### config.mk
export PLATFORM = sky130hd
export DESIGN_NAME = dilated_tap_buffer
export DESIGN_NICKNAME = d
export VERILOG_FILES = /design/src/rtl/dilated_tap_pkg.sv /design/src/rtl/dilated_tap_buffer_shift_lane.sv /design/src/rtl/dilated_tap_buffer.sv
export SDC_FILE = /design/constraint.sdc
export NUM_CORES = 1
export LEC_CHECK = 0
export BUFFER_PORTS_ARGS = -buffer_cell sky130_fd_sc_hd__buf_2
export CAP_MARGIN = 15
export CORE_ASPECT_RATIO = 1.4
export CORE_UTILIZATION = 40
export DETAILED_ROUTE_END_ITERATION = 8
export GPL_TIMING_DRIVEN = 0
export PLACE_DENSITY = 0.79
export SLEW_MARGIN = 0
export SYNTH_ARGS = -nofsm -noshare
export SYNTH_HDL_FRONTEND = slang
export SYNTH_SLANG_ARGS = --single-unit
### constraint.sdc
create_clock -name clk -period 2 [get_ports clk]
set_input_delay 0.2 -clock clk [delete_from_list [all_inputs] [get_ports clk]]
set_output_delay 0.2 -clock clk [all_outputs]
set_load 0.005 [all_outputs]
### src/rtl/dilated_tap_pkg.sv
// Shared sizing helpers and sample type for the dilated tap buffer.
package dilated_tap_pkg;

    localparam int unsigned SampleW = 16;

    typedef logic signed [SampleW-1:0] sample_t;

    // Storage slots per channel needed to reach the oldest dilated tap.
    function automatic int unsigned tap_len(input int unsigned k, input int unsigned d);
        return (k - 1) * d + 1;
    endfunction

    function automatic int unsigned fill_w(input int unsigned l);
        return $clog2(l + 1);
    endfunction

endpackage

### src/rtl/dilated_tap_buffer_shift_lane.sv
// One channel's L-slot delay line; slot 0 is the oldest, slot L-1 the newest.
module shift_lane #(
    parameter int unsigned W = 16,
    parameter int unsigned L = 4
) (
    input  logic           clk_i,
    input  logic           rst_i,
    input  logic           shift_i,
    input  logic           clear_i,
    input  logic [W-1:0]   din_i,
    output logic [L*W-1:0] slots_o
);

    logic [L*W-1:0] slots_q, slots_d;

    always_comb begin
        slots_d = slots_q;
        if (clear_i) begin
            slots_d = '0;
        end else if (shift_i) begin
            for (int i = 0; i < int'(L) - 1; i++) begin
                slots_d[i*W +: W] = slots_q[(i+1)*W +: W];
            end
            slots_d[(L-1)*W +: W] = din_i;
        end
    end

    always_ff @(posedge clk_i or posedge rst_i) begin
        if (rst_i) begin
            slots_q <= '0;
        end else begin
            slots_q <= slots_d;
        end
    end

    assign slots_o = slots_q;

endmodule

### src/rtl/dilated_tap_buffer.sv
// Multi-channel dilated tap delay line with fill tracking.
// Optional macro DILATED_TAP_BUFFER_PAD_VALID_EN treats reset zeros as causal padding.
module dilated_tap_buffer
    import dilated_tap_pkg::*;
#(
    parameter int unsigned W = 16,
    parameter int unsigned C = 1,
    parameter int unsigned K = 4,
    parameter int unsigned D = 1
) (
    input  logic                                  clk,
    input  logic                                  rst,
    input  logic                                  in_valid,
    input  logic [C*W-1:0]                        inp,
    input  logic                                  clear,
    output logic [K*C*W-1:0]                      out_taps,
    output logic                                  out_valid,
    output logic                                  full,
    output logic [fill_w(tap_len(K, D))-1:0]      fill_count
);

    localparam int unsigned L  = tap_len(K, D);
    localparam int unsigned FW = fill_w(L);

    logic [L*W-1:0] lane_slots [C];
    logic [FW-1:0]  fill_q, fill_d;
    logic           valid_q, valid_d;
    logic           accept;

    assign accept = in_valid && !clear;

    for (genvar c = 0; c < int'(C); c++) begin : g_lane
        shift_lane #(
            .W(W),
            .L(L)
        ) u_lane (
            .clk_i  (clk),
            .rst_i  (rst),
            .shift_i(in_valid),
            .clear_i(clear),
            .din_i  (inp[c*W +: W]),
            .slots_o(lane_slots[c])
        );
    end

    // Tap k sits at slot k*D, so the newest tap is always the last slot.
    for (genvar k = 0; k < int'(K); k++) begin : g_tap
        for (genvar c = 0; c < int'(C); c++) begin : g_ch
            assign out_taps[(k*C+c)*W +: W] = lane_slots[c][k*D*W +: W];
        end
    end

    always_comb begin
        fill_d  = fill_q;
        valid_d = 1'b0;
        if (clear) begin
            fill_d = '0;
        end else if (in_valid) begin
            if (fill_q != FW'(L)) begin
                fill_d = fill_q + FW'(1);
            end
`ifdef DILATED_TAP_BUFFER_PAD_VALID_EN
            valid_d = 1'b1;
`else
            valid_d = (fill_d == FW'(L));
`endif
        end
    end

    always_ff @(posedge clk or posedge rst) begin
        if (rst) begin
            fill_q  <= '0;
            valid_q <= 1'b0;
        end else begin
            fill_q  <= fill_d;
            valid_q <= valid_d && accept;
        end
    end

    assign out_valid  = valid_q;
    assign fill_count = fill_q;
`ifdef DILATED_TAP_BUFFER_PAD_VALID_EN
    assign full = 1'b1;
`else
    assign full = (fill_q == FW'(L));
`endif

endmodule

; Yosys cells after proc, flatten, opt, wreduce, memory -nomap -nowiden
; Cells that the tools add are included.
[totals]
register_bits = 68
in_bits = 20
out_inout_bits = 69
word_cells = 20
[op_classes]
add_sub_neg = 1
eq_ne = 3
muxes = 9
reduce_logical = 4
[op_table]
columns = op, n
row1 = 2-to-1 mux 64 bit, 2
row2 = 2-to-1 mux 3 bit, 5
row3 = "equality test 3 bit, second input constant", 2
row4 = "adder 3 x 1 -> 3 bit, second input constant", 1
row5 = "inequality test 3 bit, second input constant", 1
row6 = logical AND 1 bit, 2
row7 = 2-to-1 mux 1 bit, 2
row8 = nonzero test 2 bit, 1
row9 = logical NOT 1 bit, 1

; Longest topological paths before layout
; Gate-level depths: netlist of run 1.
[logic_depth]
word_depth = 8
depth_mapped = 5
mapped_depth_nobuf = 5

; Hierarchy
; Synthesis of run 1 repeated with hierarchy kept, for this count alone.
[unflattened]
hier_cells = 230
hier_area_um2 = 2851.5
[by_module_without_submodules]
columns = mod, n_inst, cells_per_inst, area_each_um2
row1 = shift_lane, 1, 207, 2621.3
row2 = dilated_tap_buffer, 1, 23, 230.2

; Worst setup path before layout of run 1
; OpenSTA, ideal clock, no wires.
[synth_path]
path_type = register to register
start = register fill_q[0] (netlist: fill_count[0])
end = register valid_q (netlist: out_valid)
setup_ps = 87
arrival_ps = 1151
t_required_ps = 1913
setup_slack_ps = 763
path_stages_with_launch = 6
path_buffers = 0
synth_period_minus_slack_ps = 1237
path_cell_list = dfrtp_1 -> inv_1 -> ha_1 -> nor3b_1 -> a21oi_1 -> a211oi_2
[synth_via]
elab_chain_cells = 8
elab_cells_between_ends = 9
classes_between = 1 x add/sub / 2 x eq/ne / 5 x mux / 1 x reduce/logical
[synth_rtl]
columns = element, line
row1 = "start, declared", dilated_tap_buffer.sv:26  ; logic [FW-1:0] fill_q, fill_d;
row2 = "start signal, assigned", dilated_tap_buffer.sv:75  ; fill_q <= fill_d;
row3 = adder 3 x 1 -> 3 bit / inequality test 3 bit (equally long branches), "dilated_tap_buffer.sv:60, dilated_tap_buffer.sv:59"
row4 = 2-to-1 mux 3 bit (*), dilated_tap_buffer.sv:59  ; if (fill_q != FW'(L)) begin
row5 = 2-to-1 mux 3 bit (*), dilated_tap_buffer.sv:58  ; end else if (in_valid) begin
row6 = 2-to-1 mux 3 bit (*), dilated_tap_buffer.sv:56  ; if (clear) begin
row7 = equality test 3 bit (*), dilated_tap_buffer.sv:65  ; valid_d = (fill_d == FW'(L));
row8 = 2-to-1 mux 1 bit (*), dilated_tap_buffer.sv:58
row9 = 2-to-1 mux 1 bit (*), dilated_tap_buffer.sv:56
row10 = logical AND 1 bit (*), dilated_tap_buffer.sv:76  ; valid_q <= valid_d && accept;
row11 = "end signal, assigned", dilated_tap_buffer.sv:76
row12 = "end, declared", dilated_tap_buffer.sv:27  ; logic valid_q, valid_d;
; Every way passes the cells marked *; elsewhere a longest branch is shown, timed or not. The select of a mux whose other input is x is not followed.
; A chain may end at the register's enable or synchronous reset.

; Worst setup path in the final report of run 1
[layout_path]
start = register fill_q[0] (netlist: fill_count[0])
end = output port full
[layout_via]
elab_chain_cells = 1
[layout_rtl]
columns = element, line
row1 = equality test 3 bit, dilated_tap_buffer.sv:85  ; assign full = (fill_q == FW'(L));
row2 = "end, declared", dilated_tap_buffer.sv:18  ; output logic full,
; Every way passes these cells.

==> results of run 1 <==
-- routing by layer --
| layer | global-route usage (%) | up-vias | wire [um] |
|---|---|---|---|
| li1 | - | 963 | - |
| met1 | 22.9 | 1021 | 2780 |
| met4 | 9.47 | 0 | 133 |
| met5 | 0 | - | 0 |
| met3 | 4.73 | 14 | 248 |
| met2 | 31.7 | 52 | 3320 |
-- sequential cells by signal (all words and copies together), names as in the netlist --
| name | count |
|---|---|
| g_lane.u_lane.slots_o | 64 |
| out_valid | 1 |
| fill_count | 3 |
-- logic make-up (layout without fill, tap and decap cells) --
kind of cell	count (synthesis)	in the layout	share of synthesized area, %
AO/OA/AOI/OAI	4	4	1.14
XOR/XNOR	1	1	0.308
adder cells (fa/ha/maj)	2	2	0.879
buffers and inverters	20	123	5.10
flip-flops	68	68	59.8
multiplexers	65	65	22.8
AND/OR/NAND/NOR	73	73	9.97
-- per-stage QoR --
step                      utilization [%]  power [uW]
after global routing                 52.2        3010
after CTS                            52.2        2920
after global placement               49.0        1750
after floorplan                         -        1650
after detailed placement             49.3        1770
final                                52.2        2890
-- worst max-delay path, cell delays in order, from the launching register on --
cell and delay, ps:
dfrtp_1 480, inv_1 80, ha_1 240, and2_1 160, buf_2 130
-- cells in the final DEF, fill, tap and decap left out --
| cell type | instances |
|---|---|
| a211oi_1 | 1 |
| a211oi_2 | 1 |
| a21boi_0 | 1 |
| a21oi_1 | 1 |
| and2_1 | 1 |
| buf_12 | 2 |
| buf_2 | 90 |
| buf_4 | 4 |
| buf_8 | 3 |
| bufinv_16 | 1 |
| clkbuf_1 | 6 |
| clkbuf_8 | 11 |
| clkinvlp_4 | 2 |
| dfrtp_1 | 68 |
| ha_1 | 2 |
| inv_1 | 3 |
| inv_2 | 1 |
| mux2i_1 | 65 |
| nand2_1 | 1 |
| nand2_2 | 1 |
| nor2_1 | 68 |
| nor3_1 | 1 |
| nor3b_1 | 1 |
| xnor2_1 | 1 |
-- layout make-up --
type,count,area share (%)
plain buffers,16,3.59
clock inverters,3,1.24
multi-input cells,145,27.6
inverters,4,0.415
repair buffers,87,12.4
flip-flops and latches,68,47.0
clock buffers,13,4.39
well taps,95,3.28
-- power by group through the flow --
| stage | sequential (uW) | clock [uW] | combinational, uW |
|---|---|---|---|
| floorplan | 1480 | 0 | 177 |
| global placement | 1480 | 0 | 276 |
| detailed placement | 1480 | 0 | 289 |
| CTS | 1450 | 1170 | 291 |
| global route | 1460 | 1230 | 316 |
| finish | 1450 | 1150 | 285 |
-- worst min-delay path by stage --
stage	startpoint	to	slack, ps	cells after the start
after global placement	inp[10]	g_lane[0].u_lane.slots_o[58]$_DFFE_PP0P_	440	3
final	rst	out_valid$_DFF_PP0_	20	2
after detailed placement	rst	g_lane[0].u_lane.slots_o[6]$_DFFE_PP0P_	410	2
after global routing	rst	g_lane[0].u_lane.slots_o[7]$_DFFE_PP0P_	80	2
after CTS	rst	g_lane[0].u_lane.slots_o[7]$_DFFE_PP0P_	40	2
after floorplan	inp[0]	g_lane[0].u_lane.slots_o[48]$_DFFE_PP0P_	360	2
==> impl_metrics.csv, run 1 <==
group,metric,value,unit
outcome,status,"finished, final reports clean",
synth,synthTopCellsByArea,"dfrtp_1 (60%), mux2i_1 (23%), nor2_1 (9.0%)",
sta,finalSetupViolCount,0,
critical_path,worstSetupPathType,"flop to primary output",
sta,setup_ws,364,ps
clock_network,post_cts_buffers,0,
clock_network,clk_latency,340,ps
global_route,grt_pass1_wl,10.2,mm
route,wirelength,6.48,mm
synth,syn_area,0.00285,mm^2
critical_path,startpoint_type,"flop",
pwr,p_switching,702,uW
pwr,seq_power_share,50.3,%
cells_and_area,synthToLayoutAreaGrowth,27.2,%
sta,period_minus_slack,1640,ps
route,routed_via_density,4.76,
sta,setup_tns,0,ps
route,first_pass_iters,6,
global_route,grt_pass1_vias,2021,
sta,fin_skew,6.88,ps
global_route,gr-usage-all-layers,19.1,%
sta,finalHoldViolations,0,
die,io_pins,89,
critical_path,required,1800,ps
global_route,grt_max_degree,40,
pwr,leakagePower,0.00207,uW
critical_path,rr_worst_depth,5,
sta,maxSlewHeadroom,44.4,%
clock_network,numCtsBuffers,9,
sta,fin_crit_sh,81.8,%
flow_run,max-cap-violations,0,
cells_and_area,ff_latch_area,0.00170,mm^2
clock_network,cts_resized,0,
synth,ys_seq_area_share,59.8,%
pwr,peakVddDrop,0.375,mV
synth,yosysWarnings,0,
route,drt-wirelength-per-cell,15.0,um
critical_path,startpoint,"fill_count[0]$_DFFE_PP0P_",
hold_path,min_path_type,"input pin to async pin",
synth,synthesis.nets,255,
placement,dp_slack,639,ps
sta,timing.hold.ws,21.7,ps
clock_network,path_clk_slew,70,ps
sta,report.final.slew_viol_count,0,
cells_and_area,stdcell_area,0.00362,mm^2
cells_and_area,drive_above_1_share,34.5,%
cells_and_area,fillers,664,
critical_path,crit_arrival,1440,ps
die,die_y,102,um
die,die_w,73.3,um
placement,hpwl,4.67,mm
clock_network,ctsHoldBuffers,0,
route,drc,0,
global_route,grt_overflow_total,0,
synth,ys_top_cells_by_count,"dfrtp_1 (68), nor2_1 (68), mux2i_1 (65)",
synth,ys_types,20,
die,core,0.00694,mm^2
critical_path,r2r_slack,600,ps
pwr,p_sw_share,24.3,%
synth,synthFlopType,"dfrtp_1",
sta,fmax,0.611,GHz
route,detail-route-antenna-nets,0,
clock_network,htreeDepth,3,
critical_path,endpoint_kind,"primary output",
sta,tightestPinTransition,832,ps
cells_and_area,n_antenna_cell,0,
die,dieArea,0.00747,mm^2
clock_network,root_buffer,"clkbuf_8",
synth,synth_seq_cells,68,
synth,postSynthAreaPerCell,12.2,um^2
pwr,combPwrFrac,9.9,%
cells_and_area,multi_input_area,0.00100,mm^2
placement,dp_cells,415,
synth,synthCells,233,
die,start_util,41.1,%
critical_path,worstPathMaxFanout,6,
placement,portBuffers,86,
route,vias,2050,
clock_network,max-clock-path-buffers,2,
synth,synth_top_cell_area_share,59.8,%
critical_path,crit_end,"full",
pwr,p_per_area,798,mW/mm^2
critical_path,r2r-start,"fill_count[0]$_DFFE_PP0P_",
route,drtIter0Drc,74,
critical_path,r2r_end,"fill_count[0]$_DFFE_PP0P_",
clock_network,clkSinkCount,68,
synth,netlist.top_cell.by_area,"dfrtp_1",
placement,place_area,0.00342,mm^2
synth,synth-async-reset-ratio,100,%
die,rows,36,
global_route,grt_antenna_before_repair,0,
clock_network,cts_tree,"yes",
pwr,clockPowerShare,39.9,%
cells_and_area,finalNetCount,353,
pwr,p_int,2190,uW
synth,synth_edf_count,0,
cells_and_area,fin_cells,431,
placement,gp_congestion,0.731,
sta,rsz0062_at_grt,"false",
Note: power is estimated with default switching activity, not from simulation.
==> run 2, diff against run 1 <==
clock period = 1.45 ns   (was 2 ns; I/O delays follow)
==> impl_metrics.csv, run 2 (synthesized netlist as in run 1, its figures left out) <==
group,metric,value,unit
cells_and_area,n_antenna_cell,0,
cells_and_area,drive_above_1_share,36.4,%
critical_path,slowest_stage,"dfrtp_2",
placement,gp_congestion,0.722,
sta,rsz0062_at_grt,"false",
die,start_util,41.1,%
route,wirelength,6.65,mm
sta,fin_crit_sh,94.3,%
sta,maxSlewHeadroom,57.5,%
die,dieArea,0.00747,mm^2
hold_path,hp-start,"inp[4]",
outcome,status,"finished, final reports clean",
cells_and_area,layout_common_cells,"buf_2 (90), nor2_1 (68), dfrtp_1 (67)",
critical_path,r2r_end,"out_valid$_DFF_PP0_",
clock_network,htreeDepth,3,
critical_path,startpoint_type,"flop",
hold_path,min_to,"g_lane[0].u_lane.slots_o[52]$_DFFE_PP0P_",
sta,finalSetupViolCount,0,
route,drt-wirelength-per-cell,15.4,um
critical_path,endpoint_kind,"primary output",
pwr,peakVddDrop,0.598,mV
route,routed_via_density,4.78,
route,drc,0,
cells_and_area,final_common_cell,"buf_2",
sta,report.final.slew_viol_count,0,
global_route,grt_util_met1,24.4,%
cells_and_area,fin_cells,433,
clock_network,path_clk_slew,70,ps
placement,dp_cells,415,
placement,portBuffers,86,
die,io_pins,89,
critical_path,r2r_slack,140,ps
global_route,grt_overflow_total,0,
clock_network,max-clock-path-buffers,2,
pwr,leakagePower,0.00209,uW
sta,finalHoldViolations,0,
critical_path,cp_cell_sequence,"inv_1, ha_4, and2_4, buf_2",
global_route,grt_pass1_wl,10.4,mm
sta,fmax,0.731,GHz
die,rows,36,
route,drtIter0Drc,110,
pwr,total_power,3930,uW
route,vias,2070,
die,die_w,73.3,um
pwr,p_per_area,1070,mW/mm^2
cells_and_area,fillers,651,
sta,tightestPinTransition,637,ps
global_route,grt_antenna_before_repair,0,
route,first_pass_iters,5,
clock_network,cts_tree,"yes",
clock_network,clkSinkCount,68,
sta,period_minus_slack,1370,ps
cells_and_area,finalNetCount,356,
sta,fin_skew,7.30,ps
cells_and_area,synthToLayoutAreaGrowth,28.4,%
critical_path,worstPathMaxFanout,4,
global_route,top_usage_layer,"met2",
clock_network,numCtsBuffers,9,
global_route,grt_pass1_vias,1971,
flow_run,max-cap-violations,0,
global_route,grtUsageMet3,5.23,%
route,detail-route-antenna-nets,0,
cells_and_area,largest_reg_flops,64,
critical_path,crit_arrival,1220,ps
die,core,0.00694,mm^2
hold_path,min_path_type,"input pin to flop",
clock_network,clk_latency,340,ps
global_route,grt_use_met2,30.9,%
critical_path,rr_worst_depth,5,
die,die_y,102,um
critical_path,max_stage_delay,410,ps
hold_path,min_delay_path_depth,3,
critical_path,r2r-start,"fill_count[0]$_DFFE_PP0P_",
clock_network,root_buffer,"clkbuf_8",
global_route,grt_max_degree,44,
critical_path,required,1310,ps
sta,setup_tns,0,ps
global_route,gr-usage-all-layers,19.2,%
placement,hpwl,4.70,mm
critical_path,worstSetupPathType,"flop to primary output",
-- run 2: area by class of cell --
cell class / count / area [um^2] / share of cell area, %
Tap cell: 95 / 119 / 3.25
Inverter: 4 / 18.8 / 0.513
Multi-Input combinational cell: 145 / 1020 / 27.9
Clock inverter: 5 / 52.6 / 1.44
Buffer: 16 / 130 / 3.56
Sequential cell: 68 / 1700 / 46.6
Timing Repair Buffer: 90 / 475 / 13.0
Clock buffer: 10 / 138 / 3.76
-- run 2: timing repair --
item / CTS / global route
pin swaps: 0 / 1
setup buffers: 2 / 0
hold buffers: 1 / 0
hold endpoints to repair: 25 / 0
resized for setup: 1 / 4
setup endpoints to repair: 1 / 2
-- run 2: metal layers --
layer,routed length [um],vias to the layer above
met5,0,-
met4,130,0
met3,255,13
met2,3470,54
met1,2800,1037
li1,-,966
-- run 2: worst max-delay path by stage --
| stage | start | to | cells after the start |
|---|---|---|---|
| final | fill_count[0]$_DFFE_PP0P_ | full | 4 |
| after global routing | fill_count[0]$_DFFE_PP0P_ | out_valid$_DFF_PP0_ | 5 |
| after CTS | fill_count[0]$_DFFE_PP0P_ | full | 4 |
| after detailed placement | fill_count[0]$_DFFE_PP0P_ | out_valid$_DFF_PP0_ | 5 |
| after global placement | rst | g_lane[0].u_lane.slots_o[3]$_DFFE_PP0P_ | 2 |
| after floorplan | fill_count[0]$_DFFE_PP0P_ | out_valid$_DFF_PP0_ | 5 |
-- run 2: report_power, final --
part           total [uW]  leakage [uW]  internal (uW)  switching, uW
sequential           2000      0.000931           1950           44.8
clock                1500     0.0000979            821            682
combinational         424       0.00106            193            231
-- run 2: stage by stage --
stage | hold WS (ps) | area, um^2 | utilization [%] | setup slack (ps)
5_1_grt | 30.2 | 3660 | 52.7 | 7.68
4_1_cts | 26.9 | 3640 | 52.4 | 19.5
3_3_place_gp | 385 | 3400 | 49.0 | 87.4
3_5_place_dp | 240 | 3420 | 49.3 | 113
2_1_floorplan | 301 | 2850 | - | 213
6_report | 39.2 | 3660 | 52.7 | 82.9
-- run 2: critical path, delay by kind of cell, from the launching register on --
| kind | cells | cell delay [ps] |
|---|---|---|
| simple gates | 1 | 130 |
| fa+ha+maj | 1 | 150 |
| buf+inv | 2 | 190 |
| flops | 1 | 410 |
